File: config.mk
export PLATFORM = sky130hd
export DESIGN_NAME = dvp_bayer_emulator
export DESIGN_NICKNAME = d
export VERILOG_FILES = /design/src/rtl/dvp_bayer_emulator.sv
export SDC_FILE = /design/constraint.sdc
export NUM_CORES = 1
export LEC_CHECK = 0
export BUFFER_PORTS_ARGS = -buffer_cell sky130_fd_sc_hd__buf_2
export CAP_MARGIN = 20
export CORE_ASPECT_RATIO = 2
export CORE_MARGIN = 2
export CORE_UTILIZATION = 58
export CTS_CLUSTER_DIAMETER = 150
export DETAILED_ROUTE_END_ITERATION = 7
export PLACE_DENSITY_LB_ADDON = 0.08
export SETUP_SLACK_MARGIN = 0.15
export SYNTH_ARGS = -nofsm -noshare
export SYNTH_HDL_FRONTEND = slang
export SYNTH_SLANG_ARGS = --single-unit
File: constraint.sdc
create_clock -name PCLK -period 4.2 [get_ports PCLK]
set_input_delay 0.84 -clock PCLK [delete_from_list [all_inputs] [get_ports PCLK]]
set_output_delay 0.84 -clock PCLK [all_outputs]
set_load 0.005 [all_outputs]
File: src/rtl/dvp_bayer_emulator.sv
// OV7670-style raw Bayer DVP transmitter. Pixel bytes are read from a
// frame buffer in row-major order and replayed on D/HREF/VSYNC with the
// sensor's frame and line timing, delayed two cycles to absorb the
// one-cycle memory read latency.
module dvp_bayer_emulator #(
  parameter int RESOLUTION_WIDTH  = 640,
  parameter int RESOLUTION_HEIGHT = 480,
  parameter int VSYNC_LINES       = 3,
  parameter int V_BACK_PORCH      = 17,
  parameter int V_FRONT_PORCH     = 10,
  parameter int H_BLANK           = 144,
  localparam int AW = $clog2(RESOLUTION_WIDTH * RESOLUTION_HEIGHT)
) (
  input  logic          PCLK,
  input  logic          RST_N,
  input  logic          enable,
  output logic [AW-1:0] r_addr,
  output logic          r_en,
  input  logic [7:0]    r_data,
  output logic [7:0]    D,
  output logic          HREF,
  output logic          VSYNC,
  output logic          busy,
  output logic          frame_done
);

  localparam int LINE_LEN = RESOLUTION_WIDTH + H_BLANK;
  localparam int HW       = $clog2(LINE_LEN);

  localparam logic [2:0] S_IDLE   = 3'd0;
  localparam logic [2:0] S_SYNC   = 3'd1;
  localparam logic [2:0] S_BACK   = 3'd2;
  localparam logic [2:0] S_ACTIVE = 3'd3;
  localparam logic [2:0] S_FRONT  = 3'd4;

  logic [2:0]    state_q, state_d;
  logic [HW-1:0] h_cnt_q, h_cnt_d;
  logic [15:0]   line_cnt_q, line_cnt_d;
  logic [AW-1:0] pix_q, pix_d;
  logic [AW-1:0] last_addr_q;
  logic          href_q1, href_q2, vsync_q1, vsync_q2, ren_q1;
  logic [7:0]    d_q;

  logic line_end, state_end, href_int, vsync_int;

  // Number of lines spent in each frame state.
  function automatic logic [15:0] lines_of(input logic [2:0] s);
    case (s)
      S_SYNC:   lines_of = 16'(VSYNC_LINES);
      S_BACK:   lines_of = 16'(V_BACK_PORCH);
      S_ACTIVE: lines_of = 16'(RESOLUTION_HEIGHT);
      S_FRONT:  lines_of = 16'(V_FRONT_PORCH);
      default:  lines_of = 16'd0;
    endcase
  endfunction

  // Frame order; after the front porch the enable level picks SYNC or IDLE.
  function automatic logic [2:0] succ(input logic [2:0] s, input logic en);
    case (s)
      S_SYNC:   succ = S_BACK;
      S_BACK:   succ = S_ACTIVE;
      S_ACTIVE: succ = S_FRONT;
      S_FRONT:  succ = en ? S_SYNC : S_IDLE;
      default:  succ = S_IDLE;
    endcase
  endfunction

  // Walk past states configured with zero lines.
  function automatic logic [2:0] settle(input logic [2:0] s, input logic en);
    logic [2:0] r;
    r = s;
    for (int i = 0; i < 4; i++) begin
      if (r != S_IDLE && lines_of(r) == 16'd0) r = succ(r, en);
    end
    settle = r;
  endfunction

  assign line_end  = (h_cnt_q == HW'(LINE_LEN - 1));
  assign state_end = line_end && (line_cnt_q == lines_of(state_q) - 16'd1);
  assign href_int  = (state_q == S_ACTIVE) && (h_cnt_q < HW'(RESOLUTION_WIDTH));
  assign vsync_int = (state_q == S_SYNC);

  assign r_en       = href_int;
  assign r_addr     = r_en ? pix_q : last_addr_q;
  assign busy       = (state_q != S_IDLE);
  assign frame_done = state_end &&
                      ((state_q == S_FRONT) ||
                       (state_q == S_ACTIVE && V_FRONT_PORCH == 0));
  assign D          = d_q;
  assign HREF       = href_q2;
  assign VSYNC      = vsync_q2;

  // Next-state logic for the frame FSM, line/pixel counters and read index.
  always_comb begin
    // NOTE: every signal gets a default first so no path leaves it unassigned (no latch).
    state_d    = state_q;
    h_cnt_d    = h_cnt_q;
    line_cnt_d = line_cnt_q;
    pix_d      = pix_q;
    if (state_q == S_IDLE) begin
      h_cnt_d    = '0;
      line_cnt_d = '0;
      pix_d      = '0;
      if (enable) state_d = settle(S_SYNC, 1'b1);
    end else begin
      h_cnt_d = line_end ? '0 : h_cnt_q + HW'(1);
      if (line_end) line_cnt_d = line_cnt_q + 16'd1;
      if (r_en) pix_d = pix_q + AW'(1);
      if (state_q != S_ACTIVE) pix_d = '0;
      if (state_end) begin
        state_d    = settle(succ(state_q, enable), enable);
        line_cnt_d = '0;
        if (state_q == S_ACTIVE) pix_d = '0;
      end
    end
  end

  // State, counters and the two-stage output pipeline.
  always_ff @(posedge PCLK) begin
    // NOTE: sequential state uses non-blocking assignments so every register samples pre-edge values.
    if (!RST_N) begin
      state_q     <= S_IDLE;
      h_cnt_q     <= '0;
      line_cnt_q  <= '0;
      pix_q       <= '0;
      last_addr_q <= '0;
      href_q1     <= 1'b0;
      href_q2     <= 1'b0;
      vsync_q1    <= 1'b0;
      vsync_q2    <= 1'b0;
      ren_q1      <= 1'b0;
      d_q         <= '0;
    end else begin
      state_q     <= state_d;
      h_cnt_q     <= h_cnt_d;
      line_cnt_q  <= line_cnt_d;
      pix_q       <= pix_d;
      last_addr_q <= r_addr;
      href_q1     <= href_int;
      href_q2     <= href_q1;
      vsync_q1    <= vsync_int;
      vsync_q2    <= vsync_q1;
      ren_q1      <= r_en;
      d_q         <= ren_q1 ? r_data : 8'd0;
    end
  end

endmodule

# [After elaboration in Yosys (flattened, before gate mapping)]
# Index checks and enable logic that the tools add are counted.
[word_totals] output_inout_bits=32 reg_bits=79 in_bits=11 word_cells=102
[op_classes] n_mux=39 order_cmp=1 reduce_logical=23 n_bitwise=1 n_addsub=4 n_eq_ne=24
[op_table] op="case mux 9 bit (4 select lines)" count=5
[op_table] op="two-way mux 16 bit" count=8
[op_table] op="two-way mux 19 bit" count=5
[op_table] op="logical NOT 16 bit" count=4
[op_table] op="case mux 3 bit (4 select lines)" count=5
[op_table] op="two-way mux 3 bit" count=15
[op_table] op="equality test 3 x 2 -> 1 bit, second input constant" count=10
[op_table] op="adder 19 x 1 -> 19 bit, second input constant" count=1
[op_table] op="adder 16 x 1 -> 16 bit, second input constant" count=1
[op_table] op="equality test 16 bit" count=1
[op_table] op="subtractor 16 x 1 -> 16 bit, second input constant" count=1
[op_table] op="equality test 3 x 1 -> 1 bit, second input constant" count=5
[op_table] op="equality test 3 bit, second input constant" count=5
[op_table] op="nonzero test 3 bit" count=5
[op_table] op="adder 10 x 1 -> 10 bit, second input constant" count=1
[op_table] op="equality test 10 bit, second input constant" count=1
[op_table] op="less-than comparator 10 bit, second input constant" count=1
[op_table] op="logical AND 1 bit" count=7
[op_table] op="OR reduction 3 bit" count=2
[op_table] op="AND reduction 2 bit" count=2
[op_table] op="logical NOT 3 bit" count=1
[op_table] op="inequality test 3 x 2 -> 1 bit, second input constant" count=1
[op_table] op="inequality test 2 bit, second input constant" count=1
[op_table] op="nonzero test 2 bit" count=1
[op_table] op="other kinds (3)" count=3

# [Depth between registers and ports, before layout]
# Gate-level depths: netlist of the first run.
[logic_depth] word_depth=43 mapped_depth=14 mapped_depth_nobuf=12

# [Least setup slack after synthesis of the first run]
# OpenSTA, ideal clock, no wires.
[synth_path] path_type="register to output" startpoint="reg state_q[1]" endpoint="out frame_done" arrival_ps=2661 stages_incl_launch_ff=13 t_required_ps=3360 path_buffers=1 setup_slack_ps=699 path_cell_list="dfxtp_1 -> buf_2 -> xor2_1 -> nand2_1 -> ha_1 -> and3_1 -> ha_1 -> xor2_1 -> nand4_1 -> nor3_1 -> o2111ai_4 -> or2_1 -> nor2_1"
[synth_via] elab_chain_len=6 elab_cells_between_ends=9 cone_classes="add/sub (1); eq/ne (5); mux (1); reduce/logical (2)"
[synth_lines] element="start: declaration" line_no="36" rtl="logic [2:0] state_q, state_d;"
[synth_lines] element="start signal: assignment" line_no="134" rtl="state_q <= state_d;"
[synth_lines] element="equality test 3 bit (tied with other cells)" line_no="48, 87"
[synth_lines] element="case mux 9 bit (4 select lines)" line_no="48" rtl="case (s)"
[synth_lines] element="subtractor 16 x 1 -> 16 bit" line_no="79" rtl="assign state_end = line_end && (line_cnt_q == lines_of(state_q) - 16'd1);"
[synth_lines] element="equality test 16 bit" line_no="79"
[synth_lines] element="logical AND 1 bit" line_no="79"
[synth_lines] element="logical AND 1 bit *" line_no="86" rtl="assign frame_done = state_end &&"
[synth_lines] element="end: declaration" line_no="24" rtl="output logic frame_done"
# Every way passes the cells marked *; elsewhere a longest branch is shown, timed or not.

# [Worst setup path after layout of the first run]
[layout_path] startpoint="reg state_q[0]" endpoint="out frame_done"
# The elaborated chain is that of the path after synthesis.

==> results of run 1 <==
==> layout make-up <==
type / count / share of cell area (%)
clock buffers: 10 / 5.64
clock inverters: 5 / 1.39
inverters: 8 / 0.709
multi-input cells: 319 / 46.9
flip-flops and latches: 79 / 37.5
well taps: 86 / 2.54
repair buffers: 44 / 5.32
==> per-layer routing <==
| metal | vias up | GRT usage, % | share of wire, % |
|---|---|---|---|
| li1 | 1470 | - | - |
| met1 | 1291 | 28.5 | 46 |
| met2 | 58 | 35.1 | 48 |
| met3 | 11 | 4.21 | 3.5 |
| met4 | 0 | 13.0 | 2.8 |
| met5 | - | 0 | 0 |
==> state kept, by name, indices dropped and copies added (netlist names) <==
register and cells:
vsync_q1 1, D 8, pix_q 19, h_cnt_q 10
VSYNC 1, ren_q1 1, state_q 3, last_addr_q 19
HREF 1, line_cnt_q 16
==> timing repair <==
| action | CTS | global route |
|---|---|---|
| setup endpoints to repair | 1 | 1 |
| gates resized for setup | 4 | 5 |
| pin swaps | 0 | 2 |
| buffers inserted | 0 | 1 |
==> cell families (layout without fill, tap and decap cells) <==
kind of cell               Yosys count  count (layout)  synth area share [%]
adders and majority gates            8               8                  2.73
buffers and inverters               22              67                  3.04
AOI/OAI and AO/OA                   28              28                  6.87
and+or+nand+nor                    228             228                  31.0
xor gates and xnor gates            54              54                  12.9
DFF                                 79              79                  43.2
muxes                                1               1                 0.273
==> cell usage after synthesis (3+ instances only) <==
master / instances / share of area, %
nand2_1: 81 / 8.3
dfxtp_1: 79 / 43
nor2_1: 45 / 4.6
xor2_1: 29 / 6.9
xnor2_1: 25 / 6.0
and2_1: 23 / 3.9
and3_1: 22 / 3.8
nand3_1: 15 / 2.1
nor2_2: 10 / 1.7
clkbuf_1: 9 / 0.92
ha_1: 8 / 2.7
nand4_1: 8 / 1.4
inv_1: 7 / 0.72
a21oi_1: 6 / 0.82
nor3_1: 5 / 0.68
o21ai_0: 5 / 0.68
nor4_1: 3 / 0.51
==> path summary, 6_finish.rpt <==
check / startpoint / end / slack (ns) / cells past startpoint
setup / recovery: state_q[0]$_SDFFE_PN0P_ / frame_done / 0.33 / 12
hold / removal: vsync_q1$_SDFF_PN0_ / VSYNC$_SDFF_PN0_ / 0.44 / 1
setup reg to reg: state_q[0]$_SDFFE_PN0P_ / line_cnt_q[2]$_SDFFE_PP0P_ / 1.06 / 12
hold reg to reg: vsync_q1$_SDFF_PN0_ / VSYNC$_SDFF_PN0_ / 0.44 / 1
==> worst max-delay path: stages (launching register included) <==
cell       delay, ns
dfxtp_4         0.42
xor2_1          0.19
nand2_1         0.13
ha_2            0.24
and3_1          0.16
ha_1            0.29
xor2_1          0.18
nand4_1         0.17
nor3_4          0.25
o2111ai_4       0.15
or2_4           0.28
nor2_1          0.10
buf_2           0.12
==> report_power, final <==
part | internal (mW) | switching, mW
Sequential | 0.753 | 0.00560
Combinational | 0.0404 | 0.0543
Clock | 0.472 | 0.290
Total | 1.27 | 0.350
==> stage by stage <==
step	setup slack (ns)	area [um2]	hold slack [ns]	power, mW
CTS	0.154	4210	0.444	1.63
global placement	0.456	3910	0.425	0.862
global route	0.145	4240	0.479	1.68
floorplan	0.699	3660	0.412	0.849
finish	0.328	4240	0.440	1.62
detailed placement	0.260	3910	0.429	0.867
==> flow_summary.yaml, run 1 <==
synth:
  synth.net_count: 439
  ys.flop_type: "dfxtp_1"
  syn_inst: 420
  syn_area_um2: 3660
  yosysWarnings: 0
  async_reset_ff_share_pct: 0
  seq_area_frac_synth_pct: 43.2
  syn_area_per_cell_um2: 8.72
  ys_types: 51
  ys_ff_latch: 79
  synth_edf_count: 0
floorplan:
  core-area_um2: 6210
  die_h_um: 116
  initial_core_util_pct: 59.0
  die_area_um2: 7000
  row_count: 41
  die_x_um: 60.2
  io_pins: 43
timing:
  period_minus_slack_ns: 3.87
  setup_viol: 0
  finalCritPeriodShare_pct: 92.2
  slew_headroom_pct: 47.9
  finalMaxSlewViolations: 0
  rsz0062_at_grt: "false"
  fin_skew_ns: 0.00865
  fmax_ghz: 0.258
  worst_pin_slew_ns: 0.776
  finalHoldViolCount: 0
  finalSetupTns_ns: 0
run:
  maxCapViolCount: 0
place:
  dp.cells: 535
  gp_congestion: 0.861
  io_buffers: 42
  dp_hpwl_um: 4970
critical_path:
  end_kind: "output pin"
  startpoint_type: "register"
  crit_type: "reg -> out"
  crit_required_ns: 3.36
  cp.arrival_ns: 3.03
  worstPathMaxFanout: 14
finish:
  fin_cells: 551
  drive_gt1_share_pct: 19.1
  regArea_um2: 1590
  multi_input_area_um2: 1980
  n_fill_cell: 521
  nets: 480
  final_cell_mix: "81 x nand2_1, 76 x dfxtp_1, 45 x nor2_1"
  final_common_cell: "nand2_1"
  fin_util_pct: 68.2
  antenna_cells: 0
  area_growth_syn_to_layout_pct: 15.7
drt:
  wirelength_um: 7090
  viasPerCell: 5.14
  drtIter0Drc: 99
  ant_nets: 0
  post_drt_wl_per_cell_um: 12.9
  drcViolationCount: 0
  first_pass_iters: 4
  vias: 2830
cts:
  numCtsBuffers: 9
  cts_tree: "built"
  cts.path.max_buffers: 2
  cts-hold-fix-buffers: 0
  clock_latency_ns: 0.33
  cts.sink_count: 79
  cts-htree-levels: 3
  ctsRootBufferMaster: "clkbuf_16"
  clk_pin_slew_ns: 0.06
grt:
  grt_pass1_vias: 2726
  antenna_found_initial: 0
  track_usage_pct: 22.5
  grt_max_degree: 39
  gr-total-overflow: 0
  grt_pass1_wl_um: 11900
pwr:
  peakVddDrop_mv: 0.334
  pwr_density_cell_nw_per_um2: 381
  power_leakage_nw: 1.77
run_status:
  status: "complete, no violations"
min_path:
  hp-class: "reg -> reg"
No activity file was read; power rests on OpenSTA's default activity.
==> inputs of run 2 (changes only) <==
--- a/config.mk
+++ b/config.mk
@@ -13,6 +13,7 @@
 export CTS_CLUSTER_DIAMETER = 150
 export DETAILED_ROUTE_END_ITERATION = 7
 export PLACE_DENSITY_LB_ADDON = 0.08
+export REMOVE_ABC_BUFFERS = 1
 export SETUP_SLACK_MARGIN = 0.15
 export SYNTH_ARGS = -nofsm -noshare
 export SYNTH_HDL_FRONTEND = slang
==> run 2 against run 1 <==
Compared with the run above: setup slack got worse by 0.031 ns; global-route usage increased by 0.15 points; highest routed layer unchanged; largest power group unchanged; register-to-register slack gained 0.09 ns; clock power up 0.9%; critical path type unchanged; first-iteration DRC count up 48%.
==> flow_summary.yaml, run 2 (synthesized netlist as in run 1, its figures left out) <==
run_status:
  status: "complete, no violations"
cts:
  cts-htree-levels: 3
  cts-hold-fix-buffers: 0
  cts_setup_buffers: 0
  clock_latency_ns: 0.34
  clk_pin_slew_ns: 0.06
  numCtsBuffers: 9
  cts_tree: "built"
  ctsRootBufferMaster: "clkbuf_16"
  cts.sink_count: 79
  cts.path.max_buffers: 2
pwr:
  power_leakage_nw: 1.77
  peakVddDrop_mv: 0.314
  pwr_density_cell_nw_per_um2: 383
drt:
  drcViolationCount: 0
  wirelength_um: 7260
  drtIter0Drc: 147
  first_pass_iters: 4
  post_drt_wl_per_cell_um: 13.2
  viasPerCell: 5.25
  ant_nets: 0
  vias: 2890
timing:
  slew_headroom_pct: 53.3
  finalHoldViolCount: 0
  rsz0062_at_grt: "false"
  setup_viol: 0
  worst_pin_slew_ns: 0.695
  finalSetupTns_ns: 0
  fmax_ghz: 0.256
  finalCritPeriodShare_pct: 92.9
  layout_setup_ws_ns: 0.297
  finalMaxSlewViolations: 0
  period_minus_slack_ns: 3.90
  fin_skew_ns: 0.00562
finish:
  final_cell_mix: "81 x nand2_1, 76 x dfxtp_1, 45 x nor2_1"
  nets: 479
  drive_gt1_share_pct: 19.1
  fin_util_pct: 68.2
  top_regs: "last_addr_q x19, pix_q x19, line_cnt_q x16"
  area_growth_syn_to_layout_pct: 15.7
  final_common_cell: "nand2_1"
  antenna_cells: 0
floorplan:
  die_x_um: 60.2
  die_h_um: 116
  core-area_um2: 6210
  initial_core_util_pct: 59.0
  io_pins: 43
  row_count: 41
  die_area_um2: 7000
grt:
  gr-usage-met3_pct: 3.88
  global_route.usage.met1_pct: 29.3
  grt_pass1_wl_um: 11900
  gr-total-overflow: 0
  grt_util_met2_pct: 34.4
  grt_max_degree: 39
  track_usage_pct: 22.7
  antenna_found_initial: 0
  top_usage_layer: "met2"
  grt_pass1_vias: 2599
critical_path:
  startpoint: "state_q[1]$_SDFFE_PN0P_"
  r2r_slack_ns: 1.15
  crit_type: "reg -> out"
  ff2ff_path_depth: 11
  worstPathMaxFanout: 15
  startpoint_type: "register"
  crit_end: "frame_done"
  crit_required_ns: 3.36
  reg2reg_to: "line_cnt_q[4]$_SDFFE_PP0P_"
  rr_startpoint: "state_q[1]$_SDFFE_PN0P_"
  end_kind: "output pin"
  cp.arrival_ns: 3.06
min_path:
  hp-class: "reg -> reg"
place:
  dp_hpwl_um: 4900
  pre_cts_ws_ns: 0.373
  gp_congestion: 0.843
  io_buffers: 42
run:
  maxCapViolCount: 0
==> run 2: changes by cell type in the layout (fill, tap and decap cells not counted), sizes merged <==
| cell | change |
|---|---|
| clkinv | +1 |
| buf | -1 |
| clkbuf | -1 |
| inv | +1 |
==> run 2: layer usage <==
layer / vias to the layer above / routed length [um]
met5: - / 0
met4: 0 / 220
met3: 16 / 369
met2: 75 / 3440
met1: 1328 / 3240
li1: 1471 / -
==> run 2: worst min path at each step <==
stage / end / slack [ns] / cells after the start / startpoint
6_report: h_cnt_q[0]$_SDFF_PP0_ / 0.45 / 1 / h_cnt_q[0]$_SDFF_PP0_
2_1_floorplan: VSYNC$_SDFF_PN0_ / 0.41 / 1 / vsync_q1$_SDFF_PN0_
5_1_grt: h_cnt_q[0]$_SDFF_PP0_ / 0.46 / 1 / h_cnt_q[0]$_SDFF_PP0_
3_5_place_dp: h_cnt_q[0]$_SDFF_PP0_ / 0.44 / 1 / h_cnt_q[0]$_SDFF_PP0_
4_1_cts: h_cnt_q[0]$_SDFF_PP0_ / 0.45 / 1 / h_cnt_q[0]$_SDFF_PP0_
3_3_place_gp: VSYNC$_SDFF_PN0_ / 0.42 / 1 / vsync_q1$_SDFF_PN0_
==> run 2: cell type report <==
class	instances	area (um2)
tap	86	108
clock buffer	9	225
fill	533	1970
multi-input combinational	319	1990
timing repair buffer	43	218
sequential	79	1590
inverter	8	30.0
clock inverter	7	72.6
==> run 2: stage by stage <==
step           total power [mW]  area (um2)  cells  hold slack, ns
4_1_cts                    1.64        4210    551           0.452
2_1_floorplan             0.841        3580    406           0.412
3_5_place_dp              0.865        3910    535           0.437
3_3_place_gp              0.861        3910    535           0.420
5_1_grt                    1.68        4240    551           0.463
6_report                   1.62        4240    551           0.449
==> run 2: timing repair <==
| item | CTS | global route |
|---|---|---|
| endpoints found under the hold margin | 0 | 0 |
| endpoints found under the setup margin | 1 | 1 |
| gates resized for setup | 4 | 5 |
==> run 2: power by group <==
group | switching [mW] | internal (mW)
clock | 0.309 | 0.460
sequential | 0.00567 | 0.753
combinational | 0.0560 | 0.0402
==> run 2: critical path: stages (launching register included) <==
cell and delay [ns]:
dfxtp_4 0.43, xor2_2 0.18, nand2_1 0.12, ha_1 0.29, and3_1 0.19, ha_1 0.29
xor2_1 0.15, nand4_1 0.17, nor3_4 0.20, o2111ai_4 0.20, or2_1 0.30, nor2_1 0.09
buf_2 0.11
